--- config.mk ---
export PLATFORM = sky130hd
export DESIGN_NAME = dram_arbiter
export DESIGN_NICKNAME = d
export VERILOG_FILES = /design/src/rtl/dram_arb_pkg.sv /design/src/rtl/dram_arb_grant.sv /design/src/rtl/dram_arbiter.sv
export SDC_FILE = /design/constraint.sdc
export NUM_CORES = 1
export LEC_CHECK = 0
export ABC_AREA = 1
export ABC_CLOCK_PERIOD_IN_PS = 3600
export CAP_MARGIN = 40
export CORE_AREA = 2 2 112 114
export CTS_BUF_LIST = sky130_fd_sc_hd__clkbuf_4
export DETAILED_ROUTE_END_ITERATION = 7
export DIE_AREA = 0 0 114 116
export DONT_BUFFER_PORTS = 1
export PLACE_DENSITY = 0.45
export SLEW_MARGIN = 5
export SYNTH_ARGS = -nofsm -noshare
export SYNTH_HDL_FRONTEND = slang
export SYNTH_SLANG_ARGS = --single-unit
--- constraint.sdc ---
create_clock -name clk -period 3.6 [get_ports clk]
set_clock_uncertainty 0.15 [all_clocks]
set_input_delay 1.08 -clock clk [delete_from_list [all_inputs] [get_ports clk]]
set_output_delay 1.08 -clock clk [all_outputs]
set_load 0.005 [all_outputs]
--- src/rtl/dram_arb_pkg.sv ---
// Shared definitions for the two-master DRAM arbiter: master indices,
// the DRAM read code and the default DRAM window base.
package dram_arb_pkg;

  typedef enum logic {
    M_CORE   = 1'b0,
    M_LOADER = 1'b1
  } master_e;

  localparam logic [1:0]  WR_EN_READ      = 2'b00;
  localparam logic [15:0] BASE_HI_DEFAULT = 16'h1001;

endpackage

--- src/rtl/dram_arb_grant.sv ---
// Combinational grant selection for the DRAM arbiter.
// Build option: DRAM_ARB_RR_EN selects round-robin on contention; without it
// the core (master 0) always wins and the last-owner input is ignored.
module dram_arb_grant
  import dram_arb_pkg::*;
(
  input  logic    m0_req,
  input  logic    m1_req,
  input  master_e last,
  input  logic    locked,
  output logic    m0_gnt,
  output logic    m1_gnt
);

`ifndef DRAM_ARB_RR_EN
  // Fixed priority still receives the owner pointer so the port list is
  // identical in both builds.
  logic unused_last;
  assign unused_last = last;
`endif

  // Pick at most one master; a held lock reserves the port for the loader.
  always_comb begin
    m0_gnt = 1'b0;
    m1_gnt = 1'b0;
    if (locked) begin
      m1_gnt = m1_req;
    end else if (m0_req && m1_req) begin
`ifdef DRAM_ARB_RR_EN
      if (last == M_CORE) m1_gnt = 1'b1;
      else                m0_gnt = 1'b1;
`else
      m0_gnt = 1'b1;
`endif
    end else begin
      m0_gnt = m0_req;
      m1_gnt = m1_req;
    end
  end

endmodule

--- src/rtl/dram_arbiter.sv ---
// Two-master DRAM port arbiter: core data port (master 0) and program/debug
// loader (master 1). Holds the owner/lock state, muxes the granted access onto
// the DRAM port, decodes the DRAM window and returns tagged read data or an
// out-of-range error one cycle after grant.
// Build option: DRAM_ARB_RR_EN enables round-robin arbitration (default is
// fixed priority to master 0).
module dram_arbiter
  import dram_arb_pkg::*;
#(
  parameter logic [15:0] BASE_HI = BASE_HI_DEFAULT,
  parameter int          ADDR_W  = 32,
  parameter int          DATA_W  = 32
) (
  input  logic              clk,
  input  logic              rst_n,
  input  logic              m0_req,
  input  logic [ADDR_W-1:0] m0_addr,
  input  logic [DATA_W-1:0] m0_wdata,
  input  logic [1:0]        m0_wr_en,
  input  logic              m1_req,
  input  logic [ADDR_W-1:0] m1_addr,
  input  logic [DATA_W-1:0] m1_wdata,
  input  logic [1:0]        m1_wr_en,
  input  logic              m1_lock,
  output logic              m0_gnt,
  output logic              m1_gnt,
  output logic [DATA_W-1:0] m0_rdata,
  output logic [DATA_W-1:0] m1_rdata,
  output logic              m0_rvalid,
  output logic              m1_rvalid,
  output logic              m0_err,
  output logic              m1_err,
  output logic [15:0]       dram_addr,
  output logic [DATA_W-1:0] dram_in,
  output logic [1:0]        dram_wr_en,
  output logic              dram_cs,
  input  logic [DATA_W-1:0] dram_out
);

  master_e           last;
  logic              locked;
  logic              m0_gnt_raw;
  logic              m1_gnt_raw;
  logic [ADDR_W-1:0] sel_addr;
  logic [DATA_W-1:0] sel_wdata;
  logic [1:0]        sel_wr_en;
  logic              any_gnt;
  logic              hit;
  logic              rd_hit;
  logic              miss;

  dram_arb_grant u_grant (
    .m0_req (m0_req),
    .m1_req (m1_req),
    .last   (last),
    .locked (locked),
    .m0_gnt (m0_gnt_raw),
    .m1_gnt (m1_gnt_raw)
  );

  // Grants are combinational, so reset has to mask them directly for the
  // port to go quiet the moment reset asserts.
  assign m0_gnt  = m0_gnt_raw & rst_n;
  assign m1_gnt  = m1_gnt_raw & rst_n;
  assign any_gnt = m0_gnt | m1_gnt;

  // Route the granted master's access; everything reads zero when idle.
  always_comb begin
    sel_addr  = '0;
    sel_wdata = '0;
    sel_wr_en = WR_EN_READ;
    if (m0_gnt) begin
      sel_addr  = m0_addr;
      sel_wdata = m0_wdata;
      sel_wr_en = m0_wr_en;
    end else if (m1_gnt) begin
      sel_addr  = m1_addr;
      sel_wdata = m1_wdata;
      sel_wr_en = m1_wr_en;
    end
  end

  assign hit    = any_gnt && (sel_addr[ADDR_W-1 -: 16] == BASE_HI);
  assign rd_hit = hit && (sel_wr_en == WR_EN_READ);
  assign miss   = any_gnt && !hit;

  // A miss never reaches the DRAM: chip select and write strobe stay low.
  assign dram_addr  = sel_addr[15:0];
  assign dram_in    = sel_wdata;
  assign dram_wr_en = hit ? sel_wr_en : WR_EN_READ;
  assign dram_cs    = hit;

  // Ownership state: last granted master and the loader lock.
  always_ff @(posedge clk or negedge rst_n) begin
    if (!rst_n) begin
      last   <= M_LOADER;
      locked <= 1'b0;
    end else begin
      if (m0_gnt)      last <= M_CORE;
      else if (m1_gnt) last <= M_LOADER;

      if (!m1_lock)    locked <= 1'b0;
      else if (m1_gnt) locked <= 1'b1;
    end
  end

  // One-cycle response pulses and per-master read data capture.
  always_ff @(posedge clk or negedge rst_n) begin
    if (!rst_n) begin
      m0_rvalid <= 1'b0;
      m1_rvalid <= 1'b0;
      m0_err    <= 1'b0;
      m1_err    <= 1'b0;
      m0_rdata  <= '0;
      m1_rdata  <= '0;
    end else begin
      m0_rvalid <= m0_gnt & rd_hit;
      m1_rvalid <= m1_gnt & rd_hit;
      m0_err    <= m0_gnt & miss;
      m1_err    <= m1_gnt & miss;
      if (m0_gnt && rd_hit) m0_rdata <= dram_out;
      if (m1_gnt && rd_hit) m1_rdata <= dram_out;
    end
  end

endmodule

==> results.tsv <==
metric	value	unit
status	completed	
design.core.area	0.0119	mm²
die_x	114	µm
hold_path_class	primary input to asynchronous set/reset pin	
setup_tns	0	ns
cp.arrival	2.25	ns
fin_ws	0.121	ns
crit_buf_inv	2	
drive_above_1_share	8.96	%
die_area	0.0132	mm²
synth_seq_cells	69	
rr_worst_depth	12	
seq_area_frac_synth	49.4	%
sequentialPowerShare	55.0	%
report.final.slew_viol_count	0	
syn-num-nets	578	
cts_resized	0	
p_clk_share	31.6	%
post-route-util	31.8	%
grt_max_degree	73	
crit_top_cell	buf_4	
timing.rr.start	locked	
tightest_slew	0.445	ns
route.vias.total	3109	
avgViaCountPerCell	5.65	
yosysUniqueCellTypes	19	
p_int	1240	µW
syn_area_per_cell	8.55	µm²
critPathCaptureType	output port	
place.port_buffers	0	
grt_pass1_wl	19100	µm
crit_family	buffers and inverters	
drc	0	
clkTransAtPathRegs	0.12	ns
max_stage_delay	0.37	ns
fin_nets	566	
initial_utilization	29.4	%
grt_pass1_vias	3020	
place.detailed.hpwl	10300	µm
rsz0062_at_grt	no	
cts_tree	done	
clockBufferDepth	2	
r2r_slack	1.04	ns
ir_drop	0.159	mV
wire_per_inst	24.7	µm
firstDrtPassIters	4	
areaGrowthSynthToFinish	8.12	%
overflow	0	
switching_share	29.6	%
worstPathRequired	2.37	ns
cts_root_buffer	clkbuf_4	
fp-row-count	40	
drv.max_cap_violation_count	0	
slew_headroom	70.4	%
clock_latency	0.41	ns
synthCells	409	
nFillCells	1273	
setup_viol	0	
ant_nets	0	
crit_slowest_cell	buf_4	
finalWirelength	13600	µm
final_cells	550	
timing.fmax	287	MHz
syn-cell-area	0.00350	mm²
cts.sinks	69	
place_area	0.00363	mm²
crit_type	primary input to output port	
synth_warnings	0	
hold_buffers	0	
fin_crit_sh	96.6	%
post_cts_buffers	0	
switching_power	522	µW
drtIter0Drc	252	
fin_crit	3.48	ns
multi_input_area	0.00157	mm²
r2r_end	m1_rdata[21]	
ctsHtreeMaxLevel	3	
die_h	116	µm
placed_cells	533	
pre_cts_ws	0.157	ns
place.gp.congestion	0.912	
cp-start-kind	primary input	
crit_fanout	72	
powerDensity	466	mW/mm²
combinationalPowerShare	13.4	%
cp_cell_sequence	nand2_1 > a21oi_4 > buf_4 > buf_4 > a22o_1	
leakagePower	0.00194	µW
hold_violations	0	
num_io_pins	290	
final_area	0.00378	mm²
antenna_found_initial	1	
grt_usage	19.7	%
numCtsBuffers	9	
regArea	0.00173	mm²
state kept, by name, summed over array words and instances, names as in the netlist:
signal	count
m0_rdata	32
m1_rdata	32
locked	1
m0_err	1
m0_rvalid	1
m1_err	1
m1_rvalid	1
synth_stat cells:
cell / instances / area, µm²
nor2_1: 18 / 67.6
nand4_1: 64 / 400
nor3b_1: 2 / 15.0
nor2_4: 1 / 11.3
a22o_1: 48 / 420
buf_2: 16 / 80.1
dfrtp_1: 69 / 1730
nand3_1: 2 / 10.0
nand2_1: 153 / 574
inv_1: 4 / 15.0
inv_2: 2 / 7.51
nand3_2: 2 / 20.0
buf_6: 4 / 45.0
nor2_2: 1 / 6.26
or2_1: 2 / 12.5
o21ai_0: 2 / 10.0
buf_1: 1 / 3.75
clkbuf_1: 17 / 63.8
a21oi_2: 1 / 8.76
cell usage in the layout, fill, tap and decap left out, types with 4 or more instances in the layout:
cell      instances
clkbuf_4         10
buf_4            14
nand4_1          64
nor2_1           18
nand2_1         153
a22o_1           48
inv_1             4
dfrtp_1          69
how the worst max path moves through the flow:
stage               startpoint            end  cells past startpoint
finish                   rst_n     dram_in[3]                      5
global route             rst_n    dram_in[23]                      5
CTS                      rst_n     dram_in[0]                      5
detailed placement       rst_n     dram_in[0]                      5
global placement         rst_n     dram_in[0]                      5
floorplan               m1_req  dram_addr[10]                      5
area by class of cell:
cell class                 count  area share (%)
timing repair buffer          15            3.31
sequential                    69            45.7
antenna                        1          0.0662
inverter                       6           0.595
multi-input combinational    296            41.5
clock buffer                  10            1.98
clock inverter                 6            2.05
tap                          147            4.86
kinds of logic after synthesis:
| logic type | count (synthesis) | synth area share [%] |
|---|---|---|
| AOI/OAI and AO/OA | 51 | 12.6 |
| buffers and inverters | 44 | 6.15 |
| DFF | 69 | 49.4 |
| and+or+nand+nor | 245 | 31.9 |
power groups by stage:
stage / Clock (µW) / Combinational [µW] / Sequential (µW)
floorplan: 0 / 186 / 951
global placement: 0 / 234 / 988
detailed placement: 0 / 240 / 989
CTS: 575 / 241 / 974
global route: 602 / 271 / 983
finish: 557 / 237 / 971
per-stage QoR:
| stage | hold slack (ns) | power, µW |
|---|---|---|
| 2_1_floorplan | 0.315 | 1140 |
| 3_3_place_gp | 0.331 | 1220 |
| 3_5_place_dp | 0.338 | 1230 |
| 4_1_cts | 0.146 | 1790 |
| 5_1_grt | 0.148 | 1860 |
| 6_report | 0.190 | 1760 |
layer usage:
layer	global-route usage [%]	up-vias	part of all wire (%)
li1	-	1407	-
met1	20.6	1506	34
met2	32.1	169	50
met3	10.1	27	12
met4	11.3	0	4.1
met5	0	-	0
Power figures use the tool's default switching activity.
